==> src/rtl/alu_red_if.sv <==
// alu_red_if -- operand/result bundle for the ALU reduction unit.
//   in_valid : operands A and B are valid this cycle
//   A, B     : 16-bit operands
//   S_RED    : registered, sign-extended byte-sum result
//   out_valid: S_RED was updated on the last clock edge
// master = producer of operands (ALU issue side / testbench)
// slave  = the reduction unit itself
interface alu_red_if;
  logic        in_valid;
  logic [15:0] A;
  logic [15:0] B;
  logic [15:0] S_RED;
  logic        out_valid;

  modport master (
    output in_valid, A, B,
    input  S_RED, out_valid
  );

  modport slave (
    input  in_valid, A, B,
    output S_RED, out_valid
  );
endinterface

==> src/rtl/alu_red.sv <==
// alu_red -- reduction ("RED") unit of the WISC CPU ALU.
// Adds the four bytes of A and B modulo 256 and sign-extends the 8-bit sum
// to 16 bits. The result is registered: one cycle of latency, qualified by
// out_valid. No backpressure; back-to-back operands give one result per cycle.
// Ports:
//   clk   : system clock, rising edge
//   rst_n : asynchronous active-low reset (clears S_RED and out_valid)
//   bus   : alu_red_if.slave (in_valid, A, B in; S_RED, out_valid out)
module alu_red (
  input  logic       clk,
  input  logic       rst_n,
  alu_red_if.slave   bus
);

  // 4-bit carry-lookahead block: every internal carry is formed directly
  // from generate/propagate terms and the block carry-in.
  function automatic logic [3:0] cla4_sum(input logic [3:0] a,
                                          input logic [3:0] b,
                                          input logic       c0);
    logic [3:0] g;
    logic [3:0] p;
    logic [3:0] c;
    g    = a & b;
    p    = a ^ b;
    c[0] = c0;
    c[1] = g[0] | (p[0] & c0);
    c[2] = g[1] | (p[1] & g[0]) | (p[1] & p[0] & c0);
    c[3] = g[2] | (p[2] & g[1]) | (p[2] & p[1] & g[0]) | (p[2] & p[1] & p[0] & c0);
    return p ^ c;
  endfunction

  // Group carry of the 4-bit block: G | (P & c0).
  function automatic logic cla4_cout(input logic [3:0] a,
                                     input logic [3:0] b,
                                     input logic       c0);
    logic [3:0] g;
    logic [3:0] p;
    logic       grp_g;
    logic       grp_p;
    g     = a & b;
    p     = a ^ b;
    grp_g = g[3] | (p[3] & g[2]) | (p[3] & p[2] & g[1]) | (p[3] & p[2] & p[1] & g[0]);
    grp_p = &p;
    return grp_g | (grp_p & c0);
  endfunction

  // Adder tree: adders 0 and 1 form level 1 (byte sums of A and B),
  // adder 2 is level 2 (sA + sB). Carries out of bit 7 are dropped, which
  // gives the mod-256 wrap at every level.
  logic [2:0][7:0] add_a;
  logic [2:0][7:0] add_b;
  logic [2:0][7:0] add_s;

  assign add_a[0] = bus.A[7:0];
  assign add_b[0] = bus.A[15:8];
  assign add_a[1] = bus.B[7:0];
  assign add_b[1] = bus.B[15:8];
  assign add_a[2] = add_s[0];
  assign add_b[2] = add_s[1];

  genvar gi;
  generate
    for (gi = 0; gi < 3; gi++) begin : g_add8
      logic c_mid;
      assign c_mid              = cla4_cout(add_a[gi][3:0], add_b[gi][3:0], 1'b0);
      assign add_s[gi][3:0]     = cla4_sum(add_a[gi][3:0], add_b[gi][3:0], 1'b0);
      assign add_s[gi][7:4]     = cla4_sum(add_a[gi][7:4], add_b[gi][7:4], c_mid);
    end
  endgenerate

  logic [15:0] result;
  assign result = {{8{add_s[2][7]}}, add_s[2]};

  // Output register: load on in_valid, otherwise hold so don't-care
  // operands never disturb S_RED.
  logic [15:0] s_red_q;
  logic [15:0] s_red_d;
  logic        out_valid_q;
  logic        out_valid_d;

  always_comb begin
    s_red_d     = s_red_q;
    out_valid_d = 1'b0;
    if (bus.in_valid) begin
      s_red_d     = result;
      out_valid_d = 1'b1;
    end
  end

  always_ff @(posedge clk or negedge rst_n) begin
    if (!rst_n) begin
      s_red_q     <= 16'h0000;
      out_valid_q <= 1'b0;
    end else begin
      s_red_q     <= s_red_d;
      out_valid_q <= out_valid_d;
    end
  end

  assign bus.S_RED     = s_red_q;
  assign bus.out_valid = out_valid_q;

endmodule

==> src/flat_wrapper.sv <==
// flat-port wrapper written by rule: the top's interface ports become plain ports
module alu_red_flat 
  (clk, rst_n, bus_in_valid, bus_A, bus_B, bus_S_RED, bus_out_valid);
  alu_red_if bus_i ();
  input  logic clk;
  input  logic rst_n;
  input wire logic [$bits(bus_i.in_valid)-1:0] bus_in_valid;
  input wire logic [$bits(bus_i.A)-1:0] bus_A;
  input wire logic [$bits(bus_i.B)-1:0] bus_B;
  output wire logic [$bits(bus_i.S_RED)-1:0] bus_S_RED;
  output wire logic [$bits(bus_i.out_valid)-1:0] bus_out_valid;
  assign bus_i.in_valid = bus_in_valid;
  assign bus_i.A = bus_A;
  assign bus_i.B = bus_B;
  assign bus_S_RED = bus_i.S_RED;
  assign bus_out_valid = bus_i.out_valid;
  alu_red u_core (.clk(clk), .rst_n(rst_n), .bus(bus_i));
endmodule
==> config.mk <==
export PLATFORM = sky130hd
export DESIGN_NAME = alu_red_flat
export DESIGN_NICKNAME = d
export VERILOG_FILES = /design/src/rtl/alu_red_if.sv /design/src/rtl/alu_red.sv /design/src/flat_wrapper.sv
export SDC_FILE = /design/constraint.sdc
export NUM_CORES = 1
export LEC_CHECK = 0
export ABC_AREA = 1
export CELL_PAD_IN_SITES_DETAIL_PLACEMENT = 0
export CELL_PAD_IN_SITES_GLOBAL_PLACEMENT = 2
export CORE_MARGIN = 5
export CORE_UTILIZATION = 25
export DETAILED_ROUTE_END_ITERATION = 8
export PLACE_DENSITY_LB_ADDON = 0.12
export SYNTH_ARGS = -nofsm -noshare
export SYNTH_HDL_FRONTEND = slang
export SYNTH_SLANG_ARGS = --single-unit
==> constraint.sdc <==
create_clock -name clk -period 1.3 [get_ports clk]
set_input_delay 0.26 -clock clk [delete_from_list [all_inputs] [get_ports clk]]
set_output_delay 0.26 -clock clk [all_outputs]
set_load 0.05 [all_outputs]
==> results by group <==
Finish
  – Most frequent cells in the layout: nand2_1, buf_4, buf_6
  – Share of post-route cells with drive strength above 1: between 50% and 60%
  – Commonest non-fill, non-tap cell in the layout: nand2_1
  – Fin area: around 2500 sq um
  – Final nets: 302
  – Area delta synth->final: 99.4%
  – N_diodes: 0

Floorplanning
  – Initial Util: 25.3%
  – Cell Rows: 26
  – Die W: 81.3 um
  – Number of I/O pins: 52
  – Die area: 6610 sq um
  – Core area: about 5000 sq um
  – Die Ht: 81.3 um

Global route
  – GRT overflow: 0
  – Initial antenna violation count: 0
  – Tot GR Track Use: 9.85%
  – Pin count of the biggest net entering global routing: 12
  – First-pass GRT wire length: 5170 um
  – Vias in the first global route: 1272

Timing
  – Worst-Margin Slew: 0.396 ns
  – Final-report hold violation count: 0
  – Clock Skew: 0 ns
  – Slew headroom: 73.5%
  – Min Tclk post-route: 2.24 ns
  – Fin crit share: 173%
  – Final Slew Violations: 0
  – RSZ-0062 raised after global routing: true
  – Worst Slack Setup Final: -0.943 ns
  – Setup violators final: 7
  – Fmax: 446 MHz

Synthesis
  – Synth Area in Adders: 30.1%
  – Syn_nets: 220
  – Seq cells post-synth: 9
  – Avg Cell Area, Syn: 8.04 sq um
  – Top_reg_cell synth: dfrtp_1
  – XOR/XNOR Fraction of Synth Area: 9.75%
  – Synth Area in Compound Gates: a little over 6%
  – Mapped cell area: 1270 sq um
  – Yosys warning total: 0
  – Synth Area in Simple Gates: roughly 26%
  – Ys async rst share: between 90% and 100%
  – Synth Instances: 158
  – Number of enable flip-flop cells after synthesis: 0
  – Distinct cells, synth: 26
  – Mux share of post-synthesis cell area: 0%
  – Largest family of logic cells by synthesized area: adder cells
  – Seq/Total Area, Yosys: 17.7%

Setup path
  – Delay-heaviest family, CP: adder cells
  – Reg-to-reg slack, setup: 0.63 ns
  – Crit path max fanout: 2
  – Critical Path Max Stage Delay: 0.35 ns
  – CP endpoint kind: register
  – CP startpoint kind: primary input
  – CP Class: in -> reg
  – Slowest CP cell: fa_2
  – Crit-path cells: buf_6 > ha_4 > or2_0 > nand2_1 > nand2_2 > fa_2 > xor2_1 > ha_1 > nand2_1 > inv_2 > a221oi_2 > nand2_2 > inv_2 > nand2_1 > nand3_1 > nand2_1
  – Buf/Inv on CP: 3
  – Worst path most repeated cell: nand2_1
  – CP arrival: around 2.4 ns
  – Req. time, crit path: 1.42 ns

Drt
  – Drt pass-1 iters: 4
  – Final wirelength: about 3200 um
  – DRC viols: 0
  – DR WL/cell: approximately 10 um
  – Antenna viol nets, final: 0
  – Vias per cell: 4.12
  – Vias: about 1300
  – Initial drt markers: 20

Clocking
  – Num CTS Buffers: 3
  – Cts hold-fix bufs: 0
  – Max Buffers Root-to-Sink: 2
  – Worst-Skew Late Latency: roughly 0.23 ns
  – TritonCTS clock tree: built
  – Clock-pin slew on the worst setup and hold paths: roughly 0.05 ns
  – CTS root buf: clkbuf_8
  – Clk sinks: 9
  – CTS H-tree depth: 1

Placement
  – Routability cong.: 0.753
  – Post-placement cell area: about 2300 sq um
  – I/O Buffers: 51
  – Dpl hpwl: 2800 um

Job
  – Max capacitance violation total: 0

Worst hold path
  – HP Class: in -> async

Pwr
  – Maximum vdd drop: 0.843 mV
  – Total Power: 3940 uW
  – Leak pwr: 0.00121 uW
  – Pwr dens: between 1500 and 2000 nW/um^2

Status
  – Failing checks: negative setup slack
  – Status: finished with violations
-- routing by layer --
metal / global-route usage (%) / up-vias / share of wire, %
li1: - / 669 / -
met1: 10.9 / 572 / 39
met2: 18.5 / 30 / 54
met3: 1.33 / 2 / 5.8
met4: 4.22 / 0 / 0.78
met5: 0 / - / 0
-- path summary, 6_finish.rpt --
check	from	to	depth (start not counted)
setup reg to reg	u_core.bus.S_RED[2]	u_core.bus.S_RED[2]	2
setup / recovery	bus_A[11]	u_core.bus.S_RED[7]	16
max in group asynchronous	rst_n	u_core.bus.S_RED[7]	1
hold / removal	rst_n	u_core.bus.S_RED[1]	1
hold reg to reg	u_core.bus.S_RED[7]	u_core.bus.S_RED[7]	2
min in group clk	bus_B[8]	u_core.bus.S_RED[0]	5
-- registers in the layout (all words and copies together) (netlist names) --
signal,cells
u_core.bus.S_RED,8
u_core.bus.out_valid,1
-- synth_stat cells, types with 3 or more instances --
master / number / area, sq um
a21oi_1: 3 / 15.0
buf_4: 8 / 60.1
dfrtp_1: 9 / 225
fa_1: 6 / 120
ha_1: 21 / 263
inv_1: 16 / 60.1
nand2_1: 36 / 135
nand2_2: 6 / 37.5
nand3_1: 15 / 75.1
nor2_1: 5 / 18.8
o21ai_0: 5 / 25.0
xor2_1: 9 / 78.8
-- power by group --
group | internal, uW | leakage (uW) | switching (uW) | total [uW]
clock network | 209 | 0.0000255 | 108 | 317
logic | 1570 | 0.00108 | 1560 | 3130
registers | 384 | 0.000108 | 107 | 492
total | 2170 | 0.00121 | 1770 | 3940
-- timing repair --
action / in CTS / in global routing
cloned: 0 / 0
pin swaps: 43 / 37
gates resized for setup: 90 / 26
setup endpoints to repair: 16 / 7
setup buffers: 7 / 4
-- kinds of logic (layout without fill, tap and decap cells) --
logic type / Yosys count / after routing
AO/OA/AOI/OAI: 12 / 12
XOR/XNOR: 12 / 12
adder cells (fa/ha/maj): 27 / 27
buffers and inverters: 28 / 109
flip-flops: 9 / 9
AND/OR/NAND/NOR: 70 / 70
-- layout make-up --
class                      count  area (sq um)
fill                         497          2480
multi-input combinational    121          1130
timing repair buffer          86           973
sequential                     9           225
tap                           70          87.6
inverter                      19          73.8
clock buffer                   3          41.3
clock inverter                 1          5.00
-- per-stage QoR --
step	instances	util [%]	hold WS (ns)	TNS, ns	setup WS, ns
after floorplan	158	-	-0.0356	-4.99	-1.08
after global placement	300	45.8	0.474	-9.42	-1.57
after detailed placement	300	45.8	0.492	-9.54	-1.61
after CTS	309	48.5	0.335	-5.02	-0.961
after global routing	309	50.5	0.366	-5.23	-1.08
final	309	50.5	0.323	-4.74	-0.943
(Power assumes the default switching activity.)
